$ cat src/rtl/branch_predictor_nbit.sv
// Direct-mapped BTB branch predictor with N-bit saturating counters, synchronous
// flush and saturating performance counters for resolved branches and mispredicts.
module branch_predictor_nbit #(
  parameter int DATA_WIDTH = 32,
  parameter int BTB_ROWS   = 16,
  parameter int CTR_BITS   = 2,
  parameter int PERF_WIDTH = 32
) (
  input  logic                  clk,
  input  logic                  rst,
  input  logic [DATA_WIDTH-1:0] RD,
  input  logic [DATA_WIDTH-1:0] PC_f,
  output logic                  predict_taken,
  output logic [DATA_WIDTH-1:0] branch_target,
  input  logic                  upd_valid,
  input  logic [DATA_WIDTH-1:0] upd_pc,
  input  logic                  upd_taken,
  input  logic [DATA_WIDTH-1:0] upd_target,
  input  logic                  upd_uncond,
  input  logic                  upd_mispredict,
  input  logic                  flush,
  output logic [PERF_WIDTH-1:0] perf_branches,
  output logic [PERF_WIDTH-1:0] perf_mispredicts
);

  localparam int IDX_BITS = $clog2(BTB_ROWS);
  localparam int TAG_BITS = DATA_WIDTH - IDX_BITS - 2;
  localparam logic [CTR_BITS-1:0] CTR_MAX  = '1;
  localparam logic [CTR_BITS-1:0] CTR_WEAK = CTR_BITS'(1 << (CTR_BITS - 1));
  localparam logic [6:0] OP_BRANCH = 7'b1100011;
  localparam logic [6:0] OP_JAL    = 7'b1101111;

  logic                  btb_valid  [BTB_ROWS];
  logic [TAG_BITS-1:0]   btb_tag    [BTB_ROWS];
  logic [DATA_WIDTH-1:0] btb_target [BTB_ROWS];
  logic [CTR_BITS-1:0]   btb_ctr    [BTB_ROWS];
  logic                  btb_uncond [BTB_ROWS];

  logic [IDX_BITS-1:0] f_idx, u_idx;
  logic [TAG_BITS-1:0] f_tag, u_tag;
  logic                f_is_br, f_hit;
  logic                u_en, u_hit, u_alloc, u_train;
  logic [CTR_BITS-1:0] ctr_next;

  // Fetch-side lookup reads the array directly: updates become visible only after the edge.
  assign f_idx   = PC_f[IDX_BITS+1:2];
  assign f_tag   = PC_f[DATA_WIDTH-1:IDX_BITS+2];
  assign f_is_br = (RD[6:0] == OP_BRANCH) || (RD[6:0] == OP_JAL);
  assign f_hit   = f_is_br && btb_valid[f_idx] && (btb_tag[f_idx] == f_tag);

  assign predict_taken = f_hit && (btb_uncond[f_idx] || btb_ctr[f_idx][CTR_BITS-1]);
  assign branch_target = predict_taken ? btb_target[f_idx] : PC_f;

  assign u_idx   = upd_pc[IDX_BITS+1:2];
  assign u_tag   = upd_pc[DATA_WIDTH-1:IDX_BITS+2];
  assign u_en    = upd_valid && !flush;
  assign u_hit   = btb_valid[u_idx] && (btb_tag[u_idx] == u_tag);
  assign u_train = u_en && u_hit;
  assign u_alloc = u_en && !u_hit && (upd_taken || upd_uncond);

  always_comb begin
    ctr_next = btb_ctr[u_idx];
    if (upd_taken) begin
      if (btb_ctr[u_idx] != CTR_MAX) ctr_next = btb_ctr[u_idx] + CTR_BITS'(1);
    end else begin
      if (btb_ctr[u_idx] != '0) ctr_next = btb_ctr[u_idx] - CTR_BITS'(1);
    end
  end

  always_ff @(posedge clk or posedge rst) begin
    if (rst) begin
      for (int i = 0; i < BTB_ROWS; i++) begin
        btb_valid[i] <= 1'b0;
        btb_ctr[i]   <= '0;
      end
    end else if (flush) begin
      for (int i = 0; i < BTB_ROWS; i++) btb_valid[i] <= 1'b0;
    end else if (u_alloc) begin
      btb_valid[u_idx] <= 1'b1;
      btb_ctr[u_idx]   <= CTR_WEAK;
    end else if (u_train) begin
      btb_ctr[u_idx] <= ctr_next;
    end
  end

  // Payload needs no reset: a cleared valid bit masks whatever it holds.
  always_ff @(posedge clk) begin
    if (u_alloc || u_train) begin
      if (u_alloc) btb_tag[u_idx] <= u_tag;
      if (u_alloc || upd_taken) btb_target[u_idx] <= upd_target;
      btb_uncond[u_idx] <= upd_uncond;
    end
  end

  always_ff @(posedge clk or posedge rst) begin
    if (rst) begin
      perf_branches    <= '0;
      perf_mispredicts <= '0;
    end else if (upd_valid) begin
      if (perf_branches != '1) perf_branches <= perf_branches + PERF_WIDTH'(1);
      if (upd_mispredict && perf_mispredicts != '1)
        perf_mispredicts <= perf_mispredicts + PERF_WIDTH'(1);
    end
  end

endmodule

$ cat config.mk
export PLATFORM = sky130hd
export DESIGN_NAME = branch_predictor_nbit
export DESIGN_NICKNAME = d
export VERILOG_FILES = /design/src/rtl/branch_predictor_nbit.sv
export SDC_FILE = /design/constraint.sdc
export NUM_CORES = 1
export LEC_CHECK = 0
export CORE_MARGIN = 1
export CORE_UTILIZATION = 40
export CTS_CLUSTER_DIAMETER = 50
export CTS_CLUSTER_SIZE = 12
export DETAILED_ROUTE_END_ITERATION = 10
export SLEW_MARGIN = 20
export SYNTH_ARGS = -nofsm -noshare
export SYNTH_HDL_FRONTEND = slang
export SYNTH_SLANG_ARGS = --single-unit
$ cat constraint.sdc
create_clock -name clk -period 4.5 [get_ports clk]
set_clock_uncertainty 0.2 [all_clocks]
set_input_delay 0.675 -clock clk [delete_from_list [all_inputs] [get_ports clk]]
set_output_delay 0.675 -clock clk [all_outputs]
set_load 0.005 [all_outputs]
## Word level (Yosys, flattened, before mapping)

Memory sizes are Yosys's and may differ from the RTL's.
Index checks and enable logic that the tools add are counted.

| word-level totals | value |
|---|---|
| bits in registers | 112 |
| bits in writable memories | 944 |
| bits of input ports | 135 |
| memories kept | 3 |

Memory list:

| name | words | bits a word | rd ports | clocked after Yosys merged registers in | wr ports | line | text |
|---|---|---|---|---|---|---|---|
| btb_target | 16 | 32 | 1 | 0 | 1 | 35 | `logic [DATA_WIDTH-1:0] btb_target [BTB_ROWS];` |
| btb_tag | 16 | 26 | 2 | 0 | 1 | 34 | `logic [TAG_BITS-1:0] btb_tag [BTB_ROWS];` |
| btb_uncond | 16 | 1 | 1 | 0 | 1 | 37 | `logic btb_uncond [BTB_ROWS];` |

| cells by class | value |
|---|---|
| add/sub/neg operators | 4 |
| $lt $le $gt $ge | 3 |
| eq/ne operators | 7 |
| muxes and demuxes | 33 |
| bitwise gates (word level) | 7 |
| reduce and logical (&&, ||, !) cells | 23 |

Operators with widths:

| operator | number |
|---|---|
| $mux W32 | 3 |
| $add A32 B1 Y32 const B | 2 |
| $ne A32 B32 Y1 const B | 2 |
| $eq A26 B26 Y1 | 2 |
| $bwmux W32 | 1 |
| $mux W16 | 2 |
| $or A16 B16 Y16 | 2 |
| $and A16 B16 Y16 | 1 |
| $bmux W2 S4 | 2 |
| $mux W2 | 8 |
| $not A16 Y16 | 1 |
| $eq A7 B7 Y1 const B | 2 |
| $mux W1 | 13 |
| $ge A5 B5 Y1 const B | 2 |
| $logic_and A1 B1 Y1 | 10 |
| $not A4 Y5 | 2 |
| $bmux W1 S4 | 2 |
| $demux W2 S4 | 1 |
| $reduce_and A2 Y1 | 3 |
| $reduce_bool A2 Y1 | 3 |
| $logic_or A1 B1 Y1 | 5 |
| $lt A5 B1 Y1 const B | 1 |
| $demux W1 S4 | 1 |
| $add A2 B1 Y2 const B | 1 |
| 4 further kinds | 5 |

## Longest topological paths before layout

Gate-level depths: netlist (run 1).

| logic depth | value |
|---|---|
| depth in word-level cells | 12 |
| gate-level depth with buffers | 15 |

## Worst setup path after synthesis (run 1)

Ideal clock, no wire load.

| path | value |
|---|---|
| path kind | input to register |
| from | input upd_pc[3] |
| to | memory btb_tag[10][0] (netlist bit), enable pin |
| arrival time | 4967 ps |
| required time | 3858 ps |
| path slack | -1109 ps |
| cell stages on the path | 13 |
| buffers on the path | 5 |
| cells stage by stage | buf_4 buf_4 mux4_2 mux2i_1 mux2_2 o31ai_1 or2_1 buf_2 clkinv_1 and3_1 buf_2 buf_4 nor3_1 |

| on the way | value |
|---|---|
| longest elaborated chain between the ends | 11 |

RTL lines:

| item | line | text |
|---|---|---|
| start, declared | 16 | `input logic [DATA_WIDTH-1:0] upd_pc,` |
| branches (longest 11 deep; another with $mem_v2 Z16 W26) | n/a |  |
| end, declared | 34 |  |

Parallel ways; which one is timed is not known. The select of a mux whose other input is x is not followed.

==> run summary, run 1 <==
Largest vdd supply drop: 0.000405 V
Met3 Usage GRT: 4.22%
Rows: 125
Die extent in y: 344 um
Clock Path Buffers: 3
H-tree depth: 4
Clk Latency, worst-skew pair: 0.75 ns
First-pass GRT wire length: 210 mm
Flop pwr share: 47.4%
Max_cap viols: 0
Switching share of power: 23.2%
Post-synth top flop: edfxtp_1
Max-slew violation count: 0
Routed vias: 28.3k
Crit-path max FO: 4
Crit share post-route: 109%
Worst setup SP type: flop
HPWL Detailed: 102 mm
Sequential share of the synthesized area: 66.5%
Drt via density: 5.98
GR Util All Layers: 24.9%
Failing checks: setup timing
Fin cells: 4742
Int Pwr: 17800 uW
Initial antenna violation count: 8
PortBufs: 204
CP endpoint kind: primary output
Least-Margin Pin Slew: 0.912 ns
Grt ovf: 0
CTS tree: built
Switching Power: 5390 uW
Worst-path clk slew: 0.05 ns
Crit path kind: reg2out
Arr. time, crit path: 4.03 ns
Required @ worst endpoint: 3.62 ns
Status: finished, violations left
Area Overhead vs Synth: 25.9%
Clock power frac: 43.3%
CTS sink count: 1056
Residual DRC count: 0
Reg2reg setup slack: 0.41 ns
Leading area contributor after synthesis: edfxtp_1
CORE AREA: 0.116 mm^2
Post-Syn Area: 0.0469 mm^2
Synth area leaders: edfxtp_1 (61%), mux4_2 (17%), dfrtp_1 (6.0%)
Setup slack after layout: -0.405 ns
Max_slew headroom: 39.2%
Pre-CTS setup slack: -0.688 ns
Synth warnings: 0
Die area: 0.119 mm^2
RSZ-0062 raised after global routing: yes
Num CTS Buffers: 130
First-pass DRT Iterations: 5
Root Driver: clkbuf_16
Hold WC Path Type: in2async
Ports: 232
Worst Reg-to-Reg Cells: 10
P_leak: 0.0203 uW
Final Hold Viols: 0
Register bit total from synthesis: 1056
Setup violators final: 32
Global placer's final weighted congestion: 0.937
Share of the synthesized area in the top cell type: 60.5%
Remaining antenna violation count: 0
Share of cells above drive strength 1: 35.5%
Most crowded layer after global routing: met2
Drt total wl: 146 mm
Met2 Track Usage GR: 40.4%
Met1 Use GR: 34.5%
Max Fclk: 204 MHz
Die width: 344 um
Syn_nets: 2669
Nets: 3280
Avg Inst Size Synth: 18.5 um^2
Post-synth EDFFs: 944
Synth Instances: 2532
Largest net degree at the start of global routing: 83
DP Cell Count: 4522
Initial core utilization: 40.3%
Vias in the first global route: 28.9k
Power Density: 394 mW/mm^2
Comb power frac: 9.3%
Netlist cell types: 79
Drt initial violations: 3439
Ys async rst share: 10.6%
Final min period: 4.91 ns
Drt wl/cell: 30.8 um
Hold_ws: 0.279 ns
## logic make-up after synthesis
kind of cell	synth area share, %
XOR/XNOR	2.32
buffers and inverters	1.98
AND/OR/NAND/NOR	3.59
adder cells (fa/ha/maj)	0.0748
flip-flops	66.5
multiplexers	21.0
AO/OA/AOI/OAI	4.53
## critical path, cell delays in order (launching register included)
cell	delay, ns
edfxtp_1	0.39
mux4_2	0.49
mux2_4	0.33
and3_4	0.21
a2111oi_4	0.21
o211ai_1	0.19
a2111oi_4	0.44
nand3_4	0.19
buf_12	0.19
buf_6	0.12
buf_4	0.13
mux2_4	0.29
clkbuf_2	0.11
## per-stage QoR
stage	total power [uW]	instance area [um^2]	TNS, ns	utilization [%]
2_1_floorplan	12200	47000	-266.55	-
3_3_place_gp	13300	54700	-312.78	47.1
4_1_cts	23400	59000	-14.58	50.8
3_5_place_dp	13300	54700	-350.05	47.1
5_1_grt	23900	59000	-14.30	50.7
6_report	23200	59000	-9.21	50.7
## Yosys cell counts, types with 11 or more instances
cell      number
edfxtp_1     944
mux4_2       348
mux2i_1      122
dfrtp_1      112
xnor2_1       87
nor2_1        81
nand2_1       69
buf_2         63
o21ai_0       58
clkbuf_1      50
a21oi_1       48
nand3_1       39
xor2_1        37
nor3_1        36
mux2_2        32
mux2_4        29
a31oi_1       27
inv_1         26
buf_4         22
nand4_1       22
a22o_1        21
a22oi_1       18
a311oi_1      16
a31o_2        16
o22ai_1       16
and3_1        15
o211ai_1      15
or3_1         12
nor2b_1       11
nor4_1        11
## power groups by stage
| stage | clock, uW | sequential (uW) | combinational, uW |
|---|---|---|---|
| CTS | 10200 | 11000 | 2160 |
| global route | 10600 | 11000 | 2270 |
| detailed placement | 0 | 11200 | 2140 |
| global placement | 0 | 11200 | 2120 |
| floorplan | 0 | 11200 | 1050 |
| finish | 10100 | 11000 | 2160 |
## cell usage in the layout (no fill, tap or decap), types with 11 or more instances in the layout
cell type,Yosys,routed
clkbuf_2,2,29
nor3_4,0,16
nor4_1,11,11
and3_1,15,14
inv_6,0,17
nand4_1,22,22
a21oi_4,0,16
a21oi_1,48,32
a22oi_1,18,18
inv_1,26,25
a31o_2,16,16
edfxtp_1,944,944
buf_4,22,320
mux2_2,32,31
nor3_1,36,20
o22ai_1,16,16
a22o_1,21,21
clkbuf_16,0,137
mux4_2,348,348
nand2_1,69,68
nand3_1,39,39
nor2_1,81,80
dfrtp_1,112,112
clkdlybuf4s50_1,0,164
mux2i_1,122,119
a31oi_1,27,27
o211ai_1,15,15
buf_12,0,101
xnor2_1,87,84
clkbuf_1,50,12
a311oi_1,16,16
or3_1,12,11
mux2_4,29,30
o21ai_0,58,58
xor2_1,37,37
## final timing paths
path                                                from                                to
max                             btb_tag[5][25]$_DFFE_PP_                 branch_target[22]
min                                                  rst     perf_branches[29]$_DFFE_PP0P_
max reg2reg                     btb_tag[11][2]$_DFFE_PP_          btb_tag[12][4]$_DFFE_PP_
min reg2reg                perf_branches[15]$_DFFE_PP0P_     perf_branches[15]$_DFFE_PP0P_
max in group asynchronous                            rst  perf_mispredicts[30]$_DFFE_PP0P_
min in group clk           perf_branches[15]$_DFFE_PP0P_     perf_branches[15]$_DFFE_PP0P_
## state kept, by name (all words and copies together), names as in the netlist
register	flops
btb_ctr	32
btb_tag	416
btb_target	512
btb_uncond	16
btb_valid	16
perf_branches	32
perf_mispredicts	32
## routing by layer
layer,share of wire (%),vias to the layer above
met4,2.6,10
met1,41,15038
met5,0.047,-
met3,7.3,221
met2,49,1280
li1,-,11787
## timing repair
item	4_1_cts	5_1_grt
gates resized for setup	71	58
endpoints found under the setup margin	33	33
pin swaps	8	5
setup buffers	6	9
hold buffers	0	0
## final cells by class
class | count | area [um^2]
Fill cell | 9403 | 57200
Sequential cell | 1056 | 31100
Multi-Input combinational cell | 1293 | 15300
Timing Repair Buffer | 631 | 6400
Clock buffer | 150 | 3490
Tap cell | 1524 | 1910
Clock inverter | 56 | 601
Inverter | 31 | 124
Antenna cell | 1 | 2.50
No activity file was read; power rests on OpenSTA's default activity.
==> inputs of run 2 (changes only) <==
--- a/config.mk
+++ b/config.mk
@@ -7,6 +7,7 @@
 export LEC_CHECK = 0
 export CORE_MARGIN = 1
 export CORE_UTILIZATION = 40
+export CTS_BUF_LIST = sky130_fd_sc_hd__clkbuf_4
 export CTS_CLUSTER_DIAMETER = 50
 export CTS_CLUSTER_SIZE = 12
 export DETAILED_ROUTE_END_ITERATION = 10
==> run summary, run 2 (same netlist as run 1, synthesis figures left out) <==
Least-Margin Pin Slew: 0.912 ns (+0.000279 ns)
CP endpoint kind: primary output
Initial antenna violation count: 10 (+2)
Grt ovf: 0 (unchanged)
Core Util, Final: 48.9% (-1.8 points)
Residual DRC count: 0 (unchanged)
Nets: 3282 (+0.061%)
Status: finished, violations left
HPWL Detailed: 102 mm (unchanged)
Max_slew headroom: 39.2% (about the same)
Share of cells above drive strength 1: 35.8% (+0.29 points)
Int Pwr: 14200 uW (-20%)
Max Fclk: 187 MHz (-8.1%)
GR Util All Layers: 24.8% (-0.11 points)
Power Density: 333 mW/mm^2 (-15%)
Failing checks: setup timing
Global placer's final weighted congestion: 0.937 (unchanged)
Num CTS Buffers: 130 (unchanged)
Max_cap viols: 0 (unchanged)
First-pass DRT Iterations: 5 (unchanged)
CORE AREA: 0.116 mm^2 (unchanged)
Routed vias: 28.4k (+0.39%)
Area Overhead vs Synth: 21.4%
Largest register FFs: 512 (unchanged)
Clock power frac: 30.6% (-13 points)
Switching Power: 4710 uW (-13%)
Most frequent cells in the layout: edfxtp_1 (944), mux4_2 (348), buf_4 (323)
Remaining antenna violation count: 0 (unchanged)
Fin cells: 4749 (+0.15%)
Drt wl/cell: 30.7 um (-0.40%)
RSZ-0062 raised after global routing: yes
Clock Path Buffers: 3 (unchanged)
Setup slack after layout: -0.836 ns (-0.431 ns)
Crit-path max FO: 5 (+1)
Hold WC Path Type: in2reg
H-tree depth: 4 (unchanged)
Setup TNS: -23.51 ns (-14.30 ns)
Filler cells: 9656 (+2.7%)
Drt total wl: 146 mm (-0.25%)
Die extent in y: 344 um (unchanged)
Max-slew violation count: 0 (unchanged)
Root Driver: clkbuf_4
CTS tree: built
Worst-path clk slew: 0.11 ns (+0.06 ns)
Largest register by flop count: btb_target
Vias in the first global route: 28.9k (+0.073%)
Worst setup SP type: flop
Ports: 232 (unchanged)
Largest net degree at the start of global routing: 83 (unchanged)
P_leak: 0.0194 uW (-4.6%)
Switching share of power: 24.9% (+1.7 points)
Hold_ws: 0.179 ns (-0.101 ns)
First-pass GRT wire length: 209 mm (-0.24%)
DP Cell Count: 4522 (unchanged)
Final min period: 5.34 ns (+0.431 ns)
Arr. time, crit path: 4.46 ns (+0.43 ns)
Flop pwr share: 57.9% (+10 points)
PortBufs: 204 (unchanged)
Largest vdd supply drop: 0.000210 V (-48%)
Clk Latency, worst-skew pair: 1.11 ns (+0.36 ns)
Initial core utilization: 40.3% (unchanged)
Crit share post-route: 119% (+9.6 points)
Commonest non-fill, non-tap cell in the layout: edfxtp_1
Die area: 0.119 mm^2 (unchanged)
CTS sink count: 1056 (unchanged)
Drt initial violations: 3445 (+0.17%)
Drt via density: 5.99 (+0.24%)
Crit path kind: reg2out
Required @ worst endpoint: 3.62 ns (about the same)
Top flop regs: btb_target x512, btb_tag x416
Setup violators final: 33 (+3.1%)
Comb power frac: 11.4% (+2.1 points)
Final Hold Viols: 0 (unchanged)
Rows: 125 (unchanged)
Die width: 344 um (unchanged)
## run 2: cell count changes in the layout (fill, tap and decap cells not counted), moves of 5 or more
cell / before / now
clkbuf_1: 12 / 0
clkbuf_4: 0 / 147
bufinv_16: 6 / 12
inv_6: 17 / 12
buf_6: 10 / 35
diode_2: 1 / 6
clkbuf_2: 29 / 0
inv_2: 2 / 7
clkbuf_16: 137 / 0
## run 2: per-layer routing
metal | track usage, % | routed length, um | part of all wire (%) | vias to the layer above
li1 | - | - | - | 11791
met1 | 34.4 | 59700 | 41 | 15049
met4 | 6.87 | 3690 | 2.5 | 10
met2 | 40.2 | 70800 | 49 | 1360
met3 | 4.49 | 11700 | 8.0 | 237
met5 | 0 | 75 | 0.051 | -
## run 2: worst paths after layout
| check | start | to | slack, ns | cells past startpoint |
|---|---|---|---|---|
| min reg2reg | perf_branches[15]$_DFFE_PP0P_ | perf_branches[15]$_DFFE_PP0P_ | 0.29 | 1 |
| min in group asynchronous | rst | perf_branches[6]$_DFFE_PP0P_ | 0.49 | 3 |
| max | btb_tag[4][7]$_DFFE_PP_ | branch_target[7] | -0.84 | 12 |
| max in group asynchronous | rst | perf_mispredicts[24]$_DFFE_PP0P_ | 2.88 | 4 |
| min | upd_pc[15] | btb_tag[6][9]$_DFFE_PP_ | 0.18 | 1 |
| max reg2reg | btb_tag[11][2]$_DFFE_PP_ | btb_tag[12][4]$_DFFE_PP_ | 0.37 | 10 |
## run 2: power groups by stage
stage / clock network, uW / logic (uW) / registers (uW)
after floorplan: 0 / 1050 / 11200
after global placement: 0 / 2120 / 11200
after detailed placement: 0 / 2140 / 11200
after CTS: 5950 / 2160 / 11000
after global routing: 6300 / 2290 / 11000
final: 5800 / 2170 / 11000
## run 2: layout make-up
class | instances | area [um^2] | share of cell area (%)
Sequential cell | 1056 | 31100 | 54.8
Multi-Input combinational cell | 1293 | 15300 | 26.9
Timing Repair Buffer | 633 | 6610 | 11.6
Tap cell | 1524 | 1910 | 3.35
Clock buffer | 147 | 1100 | 1.94
Clock inverter | 59 | 682 | 1.20
Inverter | 31 | 124 | 0.218
Antenna cell | 6 | 15.0 | 0.0264
## run 2: repair_timing
| item | in CTS | in global routing |
|---|---|---|
| endpoints found under the hold margin | 80 | 0 |
| setup endpoints to repair | 33 | 33 |
| buffers inserted | 12 | 8 |
| resized for setup | 193 | 12 |
| cloned | 2 | 0 |
| pin swaps | 6 | 8 |
| hold buffers | 1 | 0 |
## run 2: per-stage QoR
stage          area [um^2]  total power [uW]  setup slack, ns
3_3_place_gp         54700             13300           -0.644
5_1_grt              56900             19600            -1.02
2_1_floorplan        47000             12200           -0.552
4_1_cts              56800             19100            -1.03
3_5_place_dp         54700             13300           -0.688
6_report             56900             18900           -0.836
## run 2: critical path, stage by stage, from the launching register on
cell	delay [ns]
edfxtp_1	0.43
mux4_2	0.49
mux2i_2	0.23
xnor2_1	0.16
a2111oi_4	0.39
o211ai_1	0.19
a2111oi_4	0.44
nand3_4	0.15
buf_6	0.16
buf_8	0.13
buf_12	0.14
mux2_4	0.31
buf_6	0.12
